## src/rtl/ram_arbiter_if.sv

```systemverilog
// Requester-side bundle of the two-port RAM arbiter: request channels in,
// read-response channels out. The master modport is the requester side.
interface ram_arbiter_if #(
    parameter int DATA_LENGTH = 32,
    parameter int MEM_LENGTH  = 32
);
    localparam int AW = $clog2(MEM_LENGTH);

    logic [1:0]             req_valid;
    logic [1:0]             req_we;
    logic [AW-1:0]          req_addr_0;
    logic [AW-1:0]          req_addr_1;
    logic [DATA_LENGTH-1:0] req_wdata_0;
    logic [DATA_LENGTH-1:0] req_wdata_1;
    logic [1:0]             req_ready;
    logic [1:0]             rsp_valid;
    logic [DATA_LENGTH-1:0] rsp_rdata_0;
    logic [DATA_LENGTH-1:0] rsp_rdata_1;
    logic [1:0]             rsp_ready;

    modport master (
        output req_valid, req_we, req_addr_0, req_addr_1, req_wdata_0, req_wdata_1, rsp_ready,
        input  req_ready, rsp_valid, rsp_rdata_0, rsp_rdata_1
    );

    modport slave (
        input  req_valid, req_we, req_addr_0, req_addr_1, req_wdata_0, req_wdata_1, rsp_ready,
        output req_ready, rsp_valid, rsp_rdata_0, rsp_rdata_1
    );
endinterface

```

## src/rtl/ram_arbiter.sv

```systemverilog
// Round-robin arbiter sharing one single-port synchronous RAM between two
// requesters, with a per-port read-response FSM and stall hold register.
module ram_arbiter #(
    parameter int DATA_LENGTH = 32,
    parameter int MEM_LENGTH  = 32,
    localparam int AW = $clog2(MEM_LENGTH)
) (
    input  logic                   clk,
    input  logic                   rst,
    ram_arbiter_if.slave           bus,
    output logic                   ram_we,
    output logic [AW-1:0]          ram_address,
    output logic [DATA_LENGTH-1:0] ram_write_data,
    input  logic [DATA_LENGTH-1:0] ram_return_data
);
    typedef enum logic [1:0] {
        R_IDLE   = 2'd0,
        R_FLIGHT = 2'd1,
        R_HELD   = 2'd2
    } rsp_state_e;

    rsp_state_e             state_q [2];
    rsp_state_e             state_d [2];
    logic [DATA_LENGTH-1:0] hold_q  [2];
    logic [DATA_LENGTH-1:0] hold_d  [2];
    logic                   last_grant_q;
    logic                   last_grant_d;
    logic [1:0]             elig_s;
    logic [1:0]             grant_s;
    logic [1:0]             rsp_valid_s;
    logic [AW-1:0]          addr_s  [2];
    logic [DATA_LENGTH-1:0] wdata_s [2];
    logic [DATA_LENGTH-1:0] rdata_s [2];

    assign addr_s[0]       = bus.req_addr_0;
    assign addr_s[1]       = bus.req_addr_1;
    assign wdata_s[0]      = bus.req_wdata_0;
    assign wdata_s[1]      = bus.req_wdata_1;
    assign bus.rsp_rdata_0 = rdata_s[0];
    assign bus.rsp_rdata_1 = rdata_s[1];
    assign bus.rsp_valid   = rsp_valid_s;
    assign bus.req_ready   = grant_s;

    // Eligibility: a read waits until that port has no response outstanding; nothing while in reset
    always_comb begin
        for (int n = 0; n < 2; n++) begin
            elig_s[n] = rst & bus.req_valid[n] & (bus.req_we[n] | (state_q[n] == R_IDLE));
        end
    end

    // Grant selection; last_grant_q names the port that won most recently
    always_comb begin
        case (elig_s)
            2'b01:   grant_s = 2'b01;
            2'b10:   grant_s = 2'b10;
            2'b11:   grant_s = last_grant_q ? 2'b01 : 2'b10;
            default: grant_s = 2'b00;
        endcase
        if (grant_s[1]) begin
            last_grant_d = 1'b1;
        end else if (grant_s[0]) begin
            last_grant_d = 1'b0;
        end else begin
            last_grant_d = last_grant_q;
        end
    end

    // RAM drive straight from the granted request, zero when idle
    always_comb begin
        case (grant_s)
            2'b01: begin
                ram_we         = bus.req_we[0];
                ram_address    = addr_s[0];
                ram_write_data = wdata_s[0];
            end
            2'b10: begin
                ram_we         = bus.req_we[1];
                ram_address    = addr_s[1];
                ram_write_data = wdata_s[1];
            end
            default: begin
                ram_we         = 1'b0;
                ram_address    = {AW{1'b0}};
                ram_write_data = {DATA_LENGTH{1'b0}};
            end
        endcase
    end

    // Response FSMs: bypass RAM data in the flight cycle, capture it if the requester stalls
    always_comb begin
        for (int n = 0; n < 2; n++) begin
            state_d[n]     = state_q[n];
            hold_d[n]      = hold_q[n];
            rdata_s[n]     = {DATA_LENGTH{1'b0}};
            rsp_valid_s[n] = 1'b0;
            case (state_q[n])
                R_IDLE: begin
                    if (grant_s[n] & ~bus.req_we[n]) begin
                        state_d[n] = R_FLIGHT;
                    end else begin
                        state_d[n] = R_IDLE;
                    end
                end
                R_FLIGHT: begin
                    rsp_valid_s[n] = 1'b1;
                    rdata_s[n]     = ram_return_data;
                    if (bus.rsp_ready[n]) begin
                        state_d[n] = R_IDLE;
                    end else begin
                        hold_d[n]  = ram_return_data;
                        state_d[n] = R_HELD;
                    end
                end
                R_HELD: begin
                    rsp_valid_s[n] = 1'b1;
                    rdata_s[n]     = hold_q[n];
                    if (bus.rsp_ready[n]) begin
                        state_d[n] = R_IDLE;
                    end else begin
                        state_d[n] = R_HELD;
                    end
                end
                default: begin
                    state_d[n] = R_IDLE;
                end
            endcase
        end
    end

    // State registers; reset discards any in-flight or held read
    always_ff @(posedge clk or negedge rst) begin
        if (!rst) begin
            for (int n = 0; n < 2; n++) begin
                state_q[n] <= R_IDLE;
                hold_q[n]  <= {DATA_LENGTH{1'b0}};
            end
            last_grant_q <= 1'b1;
        end else begin
            for (int n = 0; n < 2; n++) begin
                state_q[n] <= state_d[n];
                hold_q[n]  <= hold_d[n];
            end
            last_grant_q <= last_grant_d;
        end
    end
endmodule

```

## src/flat_wrapper.sv

```systemverilog
// flat-port wrapper written by rule: the top's interface ports become plain ports
module ram_arbiter_flat 
#(
    parameter int DATA_LENGTH = 32,
    parameter int MEM_LENGTH  = 32,
    localparam int AW = $clog2(MEM_LENGTH)
)
  (clk, rst, ram_we, ram_address, ram_write_data, ram_return_data, bus_req_valid, bus_req_we, bus_req_addr_0, bus_req_addr_1, bus_req_wdata_0, bus_req_wdata_1, bus_rsp_ready, bus_req_ready, bus_rsp_valid, bus_rsp_rdata_0, bus_rsp_rdata_1);
  ram_arbiter_if #(.DATA_LENGTH(DATA_LENGTH), .MEM_LENGTH(MEM_LENGTH)) bus_i ();
  input  logic clk;
  input  logic rst;
  output logic ram_we;
  output logic [AW-1:0] ram_address;
  output logic [DATA_LENGTH-1:0] ram_write_data;
  input  logic [DATA_LENGTH-1:0] ram_return_data;
  input wire logic [$bits(bus_i.req_valid)-1:0] bus_req_valid;
  input wire logic [$bits(bus_i.req_we)-1:0] bus_req_we;
  input wire logic [$bits(bus_i.req_addr_0)-1:0] bus_req_addr_0;
  input wire logic [$bits(bus_i.req_addr_1)-1:0] bus_req_addr_1;
  input wire logic [$bits(bus_i.req_wdata_0)-1:0] bus_req_wdata_0;
  input wire logic [$bits(bus_i.req_wdata_1)-1:0] bus_req_wdata_1;
  input wire logic [$bits(bus_i.rsp_ready)-1:0] bus_rsp_ready;
  output wire logic [$bits(bus_i.req_ready)-1:0] bus_req_ready;
  output wire logic [$bits(bus_i.rsp_valid)-1:0] bus_rsp_valid;
  output wire logic [$bits(bus_i.rsp_rdata_0)-1:0] bus_rsp_rdata_0;
  output wire logic [$bits(bus_i.rsp_rdata_1)-1:0] bus_rsp_rdata_1;
  assign bus_i.req_valid = bus_req_valid;
  assign bus_i.req_we = bus_req_we;
  assign bus_i.req_addr_0 = bus_req_addr_0;
  assign bus_i.req_addr_1 = bus_req_addr_1;
  assign bus_i.req_wdata_0 = bus_req_wdata_0;
  assign bus_i.req_wdata_1 = bus_req_wdata_1;
  assign bus_i.rsp_ready = bus_rsp_ready;
  assign bus_req_ready = bus_i.req_ready;
  assign bus_rsp_valid = bus_i.rsp_valid;
  assign bus_rsp_rdata_0 = bus_i.rsp_rdata_0;
  assign bus_rsp_rdata_1 = bus_i.rsp_rdata_1;
  ram_arbiter #(.DATA_LENGTH(DATA_LENGTH), .MEM_LENGTH(MEM_LENGTH)) u_core (.clk(clk), .rst(rst), .bus(bus_i), .ram_we(ram_we), .ram_address(ram_address), .ram_write_data(ram_write_data), .ram_return_data(ram_return_data));
endmodule
```

## config.mk

```make
export PLATFORM = sky130hd
export DESIGN_NAME = ram_arbiter_flat
export DESIGN_NICKNAME = d
export VERILOG_FILES = /design/src/rtl/ram_arbiter_if.sv /design/src/rtl/ram_arbiter.sv /design/src/flat_wrapper.sv
export SDC_FILE = /design/constraint.sdc
export NUM_CORES = 1
export LEC_CHECK = 0
export BUFFER_PORTS_ARGS = -buffer_cell sky130_fd_sc_hd__buf_4
export CORE_ASPECT_RATIO = 0.7
export CORE_MARGIN = 5
export CORE_UTILIZATION = 45
export DETAILED_ROUTE_END_ITERATION = 10
export GPL_ROUTABILITY_DRIVEN = 0
export GPL_TIMING_DRIVEN = 0
export PLACE_DENSITY = 0.79
export SLEW_MARGIN = 20
export SYNTH_ARGS = -nofsm -noshare
export SYNTH_HDL_FRONTEND = slang
export SYNTH_SLANG_ARGS = --single-unit
```

## constraint.sdc

```tcl
create_clock -name clk -period 4.35 [get_ports clk]
set_input_delay 0.435 -clock clk [delete_from_list [all_inputs] [get_ports clk]]
set_output_delay 0.435 -clock clk [all_outputs]
set_load 0.01 [all_outputs]
```

==> results by group <==
Pwr
  – P_sw: 630.8 µW
  – Reg power frac: 39.5%
  – Leakage: 0.002954 µW
  – Switching Share: 25.83%
  – Pwr/cell area: 368.1 nW/µm²
  – Gate power share: 25.8%
  – Pint: 1811 µW
  – Clk pwr share: 34.7%
  – Maximum vdd drop: 0.2029 mV

Worst setup path
  – Reg-to-reg endpoint: u_core.last_grant_q$_DFFE_PN1P_
  – Req. time, crit path: 3.91 ns
  – Worst Setup SP: rst
  – Crit Path Class: in -> out
  – Reg2reg start: u_core.state_q[2]$_DFF_PN0_
  – Setup crit end kind: output pin
  – Cell count of the worst reg-to-reg path: 6
  – Reg2reg setup slack: 2.32 ns
  – Crit-path max FO: 71
  – Critical path startpoint category: primary input
  – Crit path DAT: 3.04 ns

Route
  – Starting DRT DRC Count: 169
  – Pre-antenna DRT Iters: 4
  – Routed wire length: 14440 µm
  – Vias per std cell: 5.353
  – Residual DRC: 0
  – DR WL/cell: 18.61 µm
  – ANT nets after route: 0
  – DR vias: 4154

Yosys
  – Mapped Cells: 413
  – EDFF count, synth: 0
  – Synthesized area: 4479 µm²
  – Syn Nets: 538
  – Mux share of post-synthesis cell area: 18.60%
  – Post-synthesis compound-gate area fraction: 18.07%
  – #FFs+latches synth: 69
  – Share of synthesized registers carrying an async set or reset: 100.0%
  – Sequential share of the synthesized area: 38.58%
  – Ys Warns: 0
  – Main combinational cell family by area after synthesis: multiplexers
  – Post-synth top area cell: dfrtp_1
  – Area contributors post-synth: dfrtp_1 (38%), a22oi_1 (17%), nor2b_1 (14%), mux2_4 (10%), mux2_2 (7.0%)
  – Top FF cell, synth: dfrtp_1
  – Synth Area in Simple Gates: 16.17%
  – Post-Synth Adder-Cell Area: 3.073%
  – XOR/XNOR Fraction of Synth Area: 0%
  – Synth cell types: 27
  – Avg Inst Size Synth: 10.85 µm²
  – Synth top area share: 37.99%

Cells and area
  – Final nets: 768
  – Most frequent cells in the layout: buf_4 (220), nor2b_1 (103), a22oi_1 (102), dfrtp_1 (68), mux2_4 (30)
  – Multi-input logic area: 2505 µm²
  – Share of cells above drive strength 1: 48.15%
  – Storage element area: 1728 µm²
  – Syn-to-layout area delta: 48.10%
  – Commonest non-fill, non-tap cell in the layout: buf_4
  – Design area: 6634 µm²
  – Final-layout fill cell count: 764
  – N_diodes: 0

Floorplan
  – IO Pins: 220
  – Core ar.: 9722 µm²
  – FP Rows: 30
  – Starting Density: 46.07%
  – Die area: 12080 µm²
  – Die height: 93.48 µm
  – Die width: 129.2 µm

GRT
  – Overflow after GRT: 0
  – Antenna violations before repair: 0
  – Gr usage total: 23.07%
  – Global-route wire length before repair: 22080 µm
  – Largest net degree at the start of global routing: 72
  – Vias in the first global route: 4365

STA
  – Worst hold slack: 0.2148 ns
  – Fin. Hold Viols: 0
  – Worst Clk Skew: 0.007551 ns
  – Final-report max-slew violation count: 0
  – Worst slew pin tran: 0.8982 ns
  – Relative slew slack: 40.12%
  – Fmax: 287.5 MHz
  – Crit path time final: 3.478 ns
  – Period utilization: 79.96%
  – Setup TNS: 0 ns
  – RSZ-0062 raised after global routing: false
  – Final setup violating endpoints: 0

Status
  – Status: finished, final reports clean

CTS
  – Root Buffer: clkbuf_16
  – H-tree depth: 3
  – CTS sink cnt: 69
  – Clock Latency Late Sink: 0.33 ns
  – Clock Tree Buf Depth: 2
  – Clk pin slew, worst setup/hold paths: 0.06 ns
  – # hold bufs at CTS: 0
  – CTS tree: yes
  – Num CTS Buffers: 9
  – Resized Gates After CTS: 0
  – Post-CTS Repair Setup Buffers: 0

Placement
  – Dpl cell area: 6284 µm²
  – Final HPWL DP: 11010 µm
  – Number of port buffers: 219

Job
  – Max-cap violations: 0

Hold path
  – HP Class: in -> async
-- worst max-delay path by stage --
| stage | endpoint | slack (ns) | depth (start not counted) |
|---|---|---|---|
| final | ram_write_data[24] | 0.87 | 8 |
| after global placement | ram_write_data[20] | 0.94 | 8 |
| after detailed placement | ram_write_data[24] | 0.86 | 8 |
| after CTS | ram_write_data[24] | 0.85 | 8 |
| after floorplan | ram_address[0] | 1.71 | 8 |
| after global routing | ram_write_data[21] | 0.57 | 8 |
-- cells in the mapped netlist, types with 2 or more instances --
cell / instances
ha_1: 11
nand2_1: 3
dfrtp_1: 68
nor3b_1: 2
clkbuf_1: 24
mux2_4: 30
inv_1: 5
nor2b_1: 103
nor2_1: 2
mux2_1: 6
mux2_2: 28
buf_6: 8
a22oi_1: 102
buf_2: 8
-- routing by layer --
layer / up-vias / wire length [µm] / GRT usage, % / part of all wire (%)
li1: 1951 / - / - / -
met1: 2021 / 5607 / 26.75 / 39
met2: 162 / 7235 / 40.43 / 50
met3: 20 / 1282 / 7.192 / 8.9
met4: 0 / 314 / 7.605 / 2.2
met5: - / 0 / 0 / 0
-- cell families after synthesis --
kind of cell,Yosys count
flip-flops,69
AO/OA/AOI/OAI,107
multiplexers,64
adder cells (fa/ha/maj),11
buffers and inverters,46
AND/OR/NAND/NOR,116
-- critical path, cell delays in order --
cell and delay (ns):
buf_4 0.66, nand2_1 0.23, or3_1 0.39, ha_1 0.32
clkbuf_1 0.29, clkbuf_1 0.33, nor2b_1 0.20, buf_4 0.14
-- registers in the layout (all words and copies together) (netlist names) --
name,cells
u_core.state_q,4
u_core.last_grant_q,1
u_core.hold_q,64
-- power groups by stage --
| stage | Combinational, µW | Clock (µW) | Sequential, µW |
|---|---|---|---|
| 2_1_floorplan | 409 | 0 | 931 |
| 3_3_place_gp | 608 | 0 | 950 |
| 3_5_place_dp | 631 | 0 | 965 |
| 4_1_cts | 635 | 862 | 960 |
| 5_1_grt | 681 | 890 | 983 |
| 6_report | 631 | 847 | 964 |
-- layout make-up --
class / count / share of cell area [%]
Buffer: 41 / 3.433
Clock buffer: 11 / 3.659
Clock inverter: 5 / 1.622
Inverter: 5 / 0.2829
Multi-Input combinational cell: 298 / 37.76
Sequential cell: 69 / 26.05
Tap cell: 128 / 2.414
Timing Repair Buffer: 219 / 24.78
-- metrics by stage --
stage                     setup WS (ns)  power, µW  instances  util [%]
final                            0.8718       2442        776     68.24
after global routing             0.5671       2554        776     68.24
after CTS                        0.8549       2456        776     68.24
after detailed placement         0.8587       1596        760     64.63
after global placement           0.9398       1558        760     64.63
after floorplan                   1.711       1340        413         -
Power figures use the tool's default switching activity.
